===== src/rtl/pb_pkg.sv =====
// Shared types for the protobuf varint stream decoder: error codes, FSM states
// and the protobuf-wide varint length limit.
package pb_pkg;

  localparam int PB_MAX_VARINT_BYTES = 10;

  typedef enum logic [1:0] {
    ERR_OK       = 2'd0,
    ERR_RANGE    = 2'd1,
    ERR_OVERLONG = 2'd2,
    ERR_TRUNC    = 2'd3
  } pb_varint_err_e;

  typedef enum logic [1:0] {
    ST_ACC     = 2'd0,
    ST_HOLD    = 2'd1,
    ST_DISCARD = 2'd2
  } pb_varint_state_e;

endpackage


===== src/rtl/pb_varint_stream_dec_if.sv =====
// Byte-in / result-out handshake bundle for pb_varint_stream_dec.
// in_zigzag only exists when PB_VARINT_ZIGZAG_EN is defined.
interface pb_varint_stream_dec_if
  import pb_pkg::*;
#(
  parameter int VALUE_W   = 64,
  parameter int MAX_BYTES = (VALUE_W + 6) / 7
);
  localparam int NB_W = $clog2(MAX_BYTES + 1);

  logic                 in_valid;
  logic                 in_ready;
  logic [7:0]           in_data;
  logic                 in_last;
`ifdef PB_VARINT_ZIGZAG_EN
  logic                 in_zigzag;
`endif
  logic                 out_valid;
  logic                 out_ready;
  logic [VALUE_W-1:0]   out_value;
  logic [VALUE_W-4:0]   out_field;
  logic [2:0]           out_wire_type;
  logic [NB_W-1:0]      out_nbytes;
  pb_varint_err_e       out_err;

  modport slave (
`ifdef PB_VARINT_ZIGZAG_EN
    input  in_zigzag,
`endif
    input  in_valid, in_data, in_last, out_ready,
    output in_ready, out_valid, out_value, out_field, out_wire_type, out_nbytes, out_err
  );

  modport master (
`ifdef PB_VARINT_ZIGZAG_EN
    output in_zigzag,
`endif
    output in_valid, in_data, in_last, out_ready,
    input  in_ready, out_valid, out_value, out_field, out_wire_type, out_nbytes, out_err
  );

endinterface


===== src/rtl/pb_varint_stream_dec.sv =====
// Streaming protobuf varint decoder, one byte per cycle, with error flagging.
// Optional sint (zigzag) decode under macro PB_VARINT_ZIGZAG_EN.
//
// state      | meaning
// -----------+---------------------------------------------------------
// ST_ACC     | accumulating 7-bit groups of the current varint
// ST_HOLD    | result registered on out_*, waiting for out_ready
// ST_DISCARD | after an overlong varint, skip bytes until a resync point
module pb_varint_stream_dec
  import pb_pkg::*;
#(
  parameter int VALUE_W   = 64,
  parameter int MAX_BYTES = (VALUE_W + 6) / 7
) (
  input  logic                    clk,
  input  logic                    rst,
  pb_varint_stream_dec_if.slave   bus
);

  localparam int NB_W   = $clog2(MAX_BYTES + 1);
  localparam int WIDE_W = VALUE_W + 7 * MAX_BYTES;

  pb_varint_state_e   state_q, state_d, proc_state;
  logic [VALUE_W-1:0] acc_q, acc_d;
  logic [NB_W-1:0]    cnt_q, cnt_d;
  logic               range_q, range_d;
  logic               zz_q, zz_d;
  logic               out_valid_q, out_valid_d;
  logic [VALUE_W-1:0] out_raw_q, out_raw_d;
  logic [VALUE_W-1:0] out_value_q, out_value_d;
  logic [NB_W-1:0]    out_nbytes_q, out_nbytes_d;
  pb_varint_err_e     out_err_q, out_err_d;

  logic               in_ready, accept, handshake, emit, drop_nz, zz_use;
  logic [WIDE_W-1:0]  shifted;
  logic [VALUE_W-1:0] acc_nxt;
  pb_varint_err_e     err_nxt;

  always_ff @(posedge clk) begin
    if (rst) begin
      state_q      <= ST_ACC;
      acc_q        <= '0;
      cnt_q        <= '0;
      range_q      <= 1'b0;
      zz_q         <= 1'b0;
      out_valid_q  <= 1'b0;
      out_raw_q    <= '0;
      out_value_q  <= '0;
      out_nbytes_q <= '0;
      out_err_q    <= ERR_OK;
    end else begin
      state_q      <= state_d;
      acc_q        <= acc_d;
      cnt_q        <= cnt_d;
      range_q      <= range_d;
      zz_q         <= zz_d;
      out_valid_q  <= out_valid_d;
      out_raw_q    <= out_raw_d;
      out_value_q  <= out_value_d;
      out_nbytes_q <= out_nbytes_d;
      out_err_q    <= out_err_d;
    end
  end

  // A byte accepted during the HOLD handshake is decoded under the state being entered.
  always_comb begin
    handshake  = out_valid_q & bus.out_ready;
    in_ready   = (state_q == ST_HOLD) ? bus.out_ready : 1'b1;
    accept     = bus.in_valid & in_ready;
    proc_state = state_q;
    if (state_q == ST_HOLD && handshake)
      proc_state = (out_err_q == ERR_OVERLONG) ? ST_DISCARD : ST_ACC;

    shifted = WIDE_W'(bus.in_data[6:0]) << (7 * cnt_q);
    acc_nxt = acc_q | shifted[VALUE_W-1:0];
    drop_nz = range_q | (|shifted[WIDE_W-1:VALUE_W]);
`ifdef PB_VARINT_ZIGZAG_EN
    zz_use  = (cnt_q == '0) ? bus.in_zigzag : zz_q;
`else
    zz_use  = 1'b0;
`endif

    emit    = 1'b0;
    err_nxt = ERR_OK;
    if (accept && proc_state == ST_ACC) begin
      if (bus.in_data[7] && bus.in_last) begin
        emit    = 1'b1;
        err_nxt = ERR_TRUNC;
      end else if (bus.in_data[7] && cnt_q == NB_W'(MAX_BYTES - 1)) begin
        emit    = 1'b1;
        err_nxt = ERR_OVERLONG;
      end else if (!bus.in_data[7]) begin
        emit    = 1'b1;
        err_nxt = drop_nz ? ERR_RANGE : ERR_OK;
      end
    end
  end

  always_comb begin
    state_d = proc_state;
    if (accept) begin
      case (proc_state)
        ST_ACC:     if (emit) state_d = ST_HOLD;
        ST_DISCARD: if (!bus.in_data[7] || bus.in_last) state_d = ST_ACC;
        default:    ;
      endcase
    end
  end

  always_comb begin
    acc_d        = acc_q;
    cnt_d        = cnt_q;
    range_d      = range_q;
    zz_d         = zz_q;
    out_valid_d  = out_valid_q & ~handshake;
    out_raw_d    = out_raw_q;
    out_value_d  = out_value_q;
    out_nbytes_d = out_nbytes_q;
    out_err_d    = out_err_q;
    if (accept && proc_state == ST_ACC) begin
      if (emit) begin
        acc_d        = '0;
        cnt_d        = '0;
        range_d      = 1'b0;
        zz_d         = 1'b0;
        out_valid_d  = 1'b1;
        out_raw_d    = acc_nxt;
        out_value_d  = zz_use ? ((acc_nxt >> 1) ^ {VALUE_W{acc_nxt[0]}}) : acc_nxt;
        out_nbytes_d = cnt_q + NB_W'(1);
        out_err_d    = err_nxt;
      end else begin
        acc_d   = acc_nxt;
        cnt_d   = cnt_q + NB_W'(1);
        range_d = drop_nz;
        zz_d    = zz_use;
      end
    end
  end

  assign bus.in_ready      = in_ready;
  assign bus.out_valid     = out_valid_q;
  assign bus.out_value     = out_value_q;
  assign bus.out_field     = out_raw_q[VALUE_W-1:3];
  assign bus.out_wire_type = out_raw_q[2:0];
  assign bus.out_nbytes    = out_nbytes_q;
  assign bus.out_err       = out_err_q;

endmodule

===== src/flat_wrapper.sv =====
// flat-port wrapper written by rule: the top's interface ports become plain ports
module pb_varint_stream_dec_flat import pb_pkg::*;
#(
  parameter int VALUE_W   = 64,
  parameter int MAX_BYTES = (VALUE_W + 6) / 7
)
  (clk, rst, bus_in_valid, bus_in_data, bus_in_last, bus_out_ready, bus_in_ready, bus_out_valid, bus_out_value, bus_out_field, bus_out_wire_type, bus_out_nbytes, bus_out_err);
  pb_varint_stream_dec_if #(.VALUE_W(VALUE_W), .MAX_BYTES(MAX_BYTES)) bus_i ();
  input  logic clk;
  input  logic rst;
  input wire logic [$bits(bus_i.in_valid)-1:0] bus_in_valid;
  input wire logic [$bits(bus_i.in_data)-1:0] bus_in_data;
  input wire logic [$bits(bus_i.in_last)-1:0] bus_in_last;
  input wire logic [$bits(bus_i.out_ready)-1:0] bus_out_ready;
  output wire logic [$bits(bus_i.in_ready)-1:0] bus_in_ready;
  output wire logic [$bits(bus_i.out_valid)-1:0] bus_out_valid;
  output wire logic [$bits(bus_i.out_value)-1:0] bus_out_value;
  output wire logic [$bits(bus_i.out_field)-1:0] bus_out_field;
  output wire logic [$bits(bus_i.out_wire_type)-1:0] bus_out_wire_type;
  output wire logic [$bits(bus_i.out_nbytes)-1:0] bus_out_nbytes;
  output wire logic [$bits(bus_i.out_err)-1:0] bus_out_err;
  assign bus_i.in_valid = bus_in_valid;
  assign bus_i.in_data = bus_in_data;
  assign bus_i.in_last = bus_in_last;
  assign bus_i.out_ready = bus_out_ready;
  assign bus_in_ready = bus_i.in_ready;
  assign bus_out_valid = bus_i.out_valid;
  assign bus_out_value = bus_i.out_value;
  assign bus_out_field = bus_i.out_field;
  assign bus_out_wire_type = bus_i.out_wire_type;
  assign bus_out_nbytes = bus_i.out_nbytes;
  assign bus_out_err = bus_i.out_err;
  pb_varint_stream_dec #(.VALUE_W(VALUE_W), .MAX_BYTES(MAX_BYTES)) u_core (.clk(clk), .rst(rst), .bus(bus_i));
endmodule

===== config.mk =====
export PLATFORM = sky130hd
export DESIGN_NAME = pb_varint_stream_dec_flat
export DESIGN_NICKNAME = d
export VERILOG_FILES = /design/src/rtl/pb_pkg.sv /design/src/rtl/pb_varint_stream_dec_if.sv /design/src/rtl/pb_varint_stream_dec.sv /design/src/flat_wrapper.sv
export SDC_FILE = /design/constraint.sdc
export NUM_CORES = 1
export LEC_CHECK = 0
export ABC_AREA = 1
export CAP_MARGIN = 20
export CORE_MARGIN = 5
export CORE_UTILIZATION = 45
export DETAILED_ROUTE_END_ITERATION = 6
export HOLD_SLACK_MARGIN = 0.1
export PLACE_DENSITY = 0.74
export SYNTH_ARGS = -nofsm -noshare
export SYNTH_HDL_FRONTEND = slang
export SYNTH_SLANG_ARGS = --single-unit

===== constraint.sdc =====
create_clock -name clk -period 2.2 [get_ports clk]
set_clock_uncertainty 0.1 [all_clocks]
set_input_delay 0.55 -clock clk [delete_from_list [all_inputs] [get_ports clk]]
set_output_delay 0.55 -clock clk [all_outputs]
set_load 0.1 [all_outputs]

# [Yosys cells after proc, flatten, opt, wreduce, memory -nomap -nowiden]
# Index checks and enable logic that the tools add are counted.
[classes] add_sub_neg=1 n_mul=1 n_eq_ne=4 shifts=1 mux=20 n_bitwise=6 n_reduce_logical=9
[op_table] cell="7-bit by 7-bit << shifter with 134-bit output" count=1
[op_table] cell="70-bit OR reduction" count=1
[op_table] cell="64-bit 2-to-1 mux" count=1
[op_table] cell="64-bit bitwise OR" count=1
[op_table] cell="2-bit 2-to-1 mux" count=8
[op_table] cell="1-bit 2-to-1 mux" count=9
[op_table] cell="3-bit by 4-bit multiplier with 7-bit output (first input constant)" count=1
[op_table] cell="4-bit by 1-bit adder with 4-bit output (second input constant)" count=1
[op_table] cell="2-bit equality test (second input constant)" count=2
[op_table] cell="4-bit equality test (second input constant)" count=1
[op_table] cell="1-bit logical AND" count=4
[op_table] cell="4-bit 2-to-1 mux" count=1
[op_table] cell="2-bit one-hot mux with 2 select lines" count=1
[op_table] cell="1-bit bitwise AND" count=3
[op_table] cell="2-bit by 1-bit equality test with 1-bit output (second input constant)" count=1
[op_table] cell="2-bit logical NOT" count=1
[op_table] cell="2-bit AND reduction" count=1
[op_table] cell="1-bit logical NOT" count=1
[op_table] cell="1-bit logical OR" count=1
[op_table] cell="1-bit inverter" count=1
[op_table] cell="1-bit bitwise OR" count=1
[word_totals] register_bits=142 input_bits=13 output_inout_bits=136 wordCells=50

# [Longest topological paths before layout]
[logic_depth] depth_word=9 depth_mapped=13 depth_no_buf=11

# [Worst setup path before layout]
# No wires, ideal clock.
[synth_timing] path_type="input port to flip-flop" startpoint="input bus_out_ready" endpoint="register u_core.acc_q[46]" setup_ns=0.062 arrival_ns=2.609 t_required_ns=2.038 slack_ns=-0.571 cell_stages=13 path_buffers=2 cell_sequence="inv_1 -> nand3_1 -> nand3_1 -> inv_2 -> nand2_4 -> inv_4 -> nand2_2 -> inv_4 -> nor2_4 -> inv_2 -> buf_6 -> buf_8 -> nor2_2"
[synth_between] word_cells_on_any_way=9 classes_between="mux: 4; bitwise: 2; reduce/logical: 3"
[synth_lines] element="start: declaration" line_no="flat_wrapper.sv:14" rtl="input wire logic [$bits(bus_i.out_ready)-1:0] bus_out_ready;"
[synth_lines] element="1-bit 2-to-1 mux *" line_no="pb_varint_stream_dec.sv:68" rtl="in_ready = (state_q == ST_HOLD) ? bus.out_ready : 1'b1;"
[synth_lines] element="via bus_in_ready" line_no="flat_wrapper.sv:15" rtl="output wire logic [$bits(bus_i.in_ready)-1:0] bus_in_ready;"
[synth_lines] element="1-bit bitwise AND *" line_no="pb_varint_stream_dec.sv:69" rtl="accept = bus.in_valid & in_ready;"
[synth_lines] element="1-bit logical AND *" line_no="pb_varint_stream_dec.sv:85, pb_varint_stream_dec.sv:120"
[synth_lines] element="1-bit 2-to-1 mux" line_no="pb_varint_stream_dec.sv:85" rtl="if (accept && proc_state == ST_ACC) begin"
[synth_lines] element="64-bit 2-to-1 mux" line_no="pb_varint_stream_dec.sv:121" rtl="if (emit) begin"
[synth_lines] element="end signal: assignment" line_no="pb_varint_stream_dec.sv:42" rtl="acc_q <= '0;"
[synth_lines] element="end signal: assignment" line_no="pb_varint_stream_dec.sv:53" rtl="acc_q <= acc_d;"
[synth_lines] element="end: declaration" line_no="pb_varint_stream_dec.sv:24" rtl="logic [VALUE_W-1:0] acc_q, acc_d;"
# Mark *: on every way through the listed nets, which the timed path passes. The rest lies on a longest branch.
# A chain may end at the register's enable or synchronous reset.

# [Final worst setup path]
[layout_timing] startpoint="input bus_out_ready" endpoint="output bus_in_ready"
[layout_between] elab_chain_len=1
[layout_lines] element="1-bit 2-to-1 mux" line_no="pb_varint_stream_dec.sv:68"
[layout_lines] element="end: declaration" line_no="flat_wrapper.sv:15"
# Every way passes these cells.

==> results.md <==
- CP max stage cell: clkdlybuf4s50_1
- Lkg Pwr: 3.78 nW
- Pre-CTS WS: -0.211 ns
- Worst IR Drop VDD: approximately 600 uV
- First-pass GRT wire length: 24200 um
- Vias per cell: ~4.8
- DPL Wire Length: 10500 um
- CTS max path bufs: 2
- Most frequent cells in the layout: nor2_1, buf_4, dfxtp_1
- N_diodes: 0
- Clock root cell: clkbuf_16
- Core Box Area: 0.0131 mm^2
- Slew Viols, Final: 0
- Final #Nets: 940
- Num CTS Buffers: 17
- Mapped cell area: around 0.006 mm^2
- Worst R2R Start: u_core.cnt_q[1]
- Area of the multi-input gates: 0.00233 mm^2
- Outcome: completed
- Die Area: about 0.016 mm^2
- Ports: 149
- Post-route cell area: 0.00812 mm^2
- Reg area: 0.00285 mm^2
- Reg2reg setup slack: between 0.3 and 0.4 ns
- Tcrit/Tclk final: 0.958
- Critical path's top delay family: buffers and inverters
- Pwr dens: 1010 mW/mm^2
- Port buffer count: approximately 150
- Global route overflow: 0
- Fraction of layout cells with a size suffix above 1: 0.269
- Worst Setup Slack, final: 0.0931 ns
- CTS tree: yes
- Die Y: around 130 um
- RSZ-0062 raised after global routing: false
- Mean post-synth cell area: 7.43 um^2
- Most common cell after layout, fill and taps aside: nor2_1
- Yosys warns: 0
- Worst setup path endpoint: bus_in_ready
- Clock sink count: 142
- Critical path required time: 1.55 ns
- # rows: 42
- Critical path class: primary input to output port
- H-tree levels: 4
- Routed len/inst: 13.2 um
- Met3 wire length: 972 um
- Setup Buffers After CTS: 0
- Highest Signal Layer: met4
- Wire length on met2: 6940 um
- Slowest cell delay on critical path: roughly 0.42 ns
- Capturing point of the worst reg2reg path: u_core.cnt_q[3]
- Total Routing Usage GR: 0.185
- # hold bufs at CTS: 0
- Routability Congestion: about 0.84
- Buf/Inv on CP: 4
- Post-DRT Antenna Nets: 0
- Vias: 5371
- Clock latency on the worst-skew pair: a little over 0.4 ns
- FILL cells: 1192
- Least-Margin Pin Slew: 0.664 ns
- Number of global-route vias before repair: 4933
- Critical Path Fanout Max: 2
- CTS clk-pin slew, worst paths: 0.06 ns
- Synth Register Bits: roughly 140
- Initial antenna violation count: 0
- Initial DRC Count: 458
- Post-Route WL: 14700 um
- Crit path capture type: output port
- Worst slew margin: 0.557
- DRC Markers: 0
- Final Hold Fails: 0
- Synth Net Count: 823
- Die X: 126 um
- Chain of cells forming the critical path: clkdlybuf4s50_1 -> inv_1 -> nand3_4 -> buf_4 -> buf_12
- Tightest Hold Check Type: flop to flop
- Syn-to-layout area delta: 35.2%
- Post-Synthesis Cells: 808
- Initial Util: 0.457
- Sequential fraction of the synthesis area: 0.473
- FF-to-FF path depth: 10
- Post-CTS Resized: 0
- Synth unique cells: 30
- Worst endpoint data arrival time: 1.46 ns
- M1 WL: 6620 um
- Setup violators final: 0
- Number of cells on the critical path: 5
- Placed inst area: 0.00748 mm^2
- 1st-pass router iterations: 5
- Startpoint Class: primary input
- Min Tclk post-route: 2.11 ns
- CP startpoint: bus_out_ready
- Max_cap viols: 0
- Total power: 0.00818 W
- Fmax achieved: between 400 and 500 MHz
- Largest net degree at the start of global routing: 41
[layer usage]
layer  global-route usage  up-vias
li1                     -     2770
met1                0.244     2422
met2                0.301      167
met3               0.0503       12
met4               0.0491        0
met5                    0        -
[per-stage QoR]
step	util	setup TNS [ns]	instances	hold WS, ns
floorplan	-	0	808	0.338
global placement	0.569	-20.25	1082	0.332
detailed placement	0.569	-22.30	1082	0.345
CTS	0.618	0	1114	0.359
global route	0.618	0	1114	0.385
finish	0.618	0	1114	0.354
[logic make-up after synthesis]
group                    Yosys count  share of synthesized area
AND/OR/NAND/NOR                  373                      0.256
buffers and inverters            146                      0.140
AO/OA/AOI/OAI                    144                      0.125
flip-flops                       142                      0.473
adder cells (fa/ha/maj)            2                    0.00417
XOR/XNOR                           1                    0.00146
[report_power, final]
part           total [W]  internal, W  leakage [nW]  switching (W)
combinational    0.00234     0.000567          2.32        0.00177
sequential       0.00279      0.00269          1.15       0.000101
clock            0.00305      0.00192         0.304        0.00113
total            0.00818      0.00517          3.78        0.00300
[final cells by class]
cell class / count / share of cell area
multi-input combinational: 520 / 0.288
inverter: 40 / 0.0191
clock buffer: 17 / 0.0524
timing repair buffer: 204 / 0.237
clock inverter: 15 / 0.0259
tap: 176 / 0.0271
sequential: 142 / 0.351
[Yosys cell counts]
master	count	area, um^2
nand2_2	1	6.26
nor3_2	1	10.0
nor2_4	2	22.5
o21ai_0	56	280
nand2_4	1	11.3
ha_1	2	25.0
a31oi_1	14	87.6
buf_2	23	115
buf_4	64	480
dfxtp_1	142	2840
buf_1	3	11.3
o2111ai_1	1	8.76
nand4_1	1	6.26
clkbuf_1	14	52.6
inv_2	5	18.8
inv_1	32	120
o21ai_1	3	15.0
buf_6	1	11.3
xor2_1	1	8.76
inv_4	2	12.5
a31oi_2	1	12.5
nand3_1	28	140
clkinv_1	1	3.75
nor3_1	31	155
buf_8	1	15.0
nor2_1	175	657
nor2_2	11	68.8
a21oi_1	69	345
and2_0	1	6.26
nand2_1	121	454
[flip-flops by register name, indices dropped and copies added, names as in the netlist]
name	count
u_core.range_q	1
u_core.bus.out_nbytes	4
u_core.out_raw_q	64
u_core.bus.out_err	2
u_core.cnt_q	4
u_core.bus.out_valid	1
u_core.state_q	2
u_core.acc_q	64
[how the worst min path moves through the flow]
stage,startpoint,end,slack (ns),cells past startpoint
2_1_floorplan,u_core.acc_q[35],u_core.acc_q[35],0.34,2
3_3_place_gp,u_core.bus.out_nbytes[1],u_core.bus.out_nbytes[1],0.33,2
3_5_place_dp,u_core.bus.out_nbytes[1],u_core.bus.out_nbytes[1],0.34,2
4_1_cts,u_core.bus.out_nbytes[1],u_core.bus.out_nbytes[1],0.36,2
5_1_grt,u_core.acc_q[54],u_core.acc_q[54],0.39,2
6_report,u_core.bus.out_nbytes[1],u_core.bus.out_nbytes[1],0.35,2
[worst min-delay path, cell delays in order (launching register included)]
cell and delay [ns]:
dfxtp_1 0.31, nand2_1 0.06, nand2_1 0.04
(Power assumes the default switching activity.)
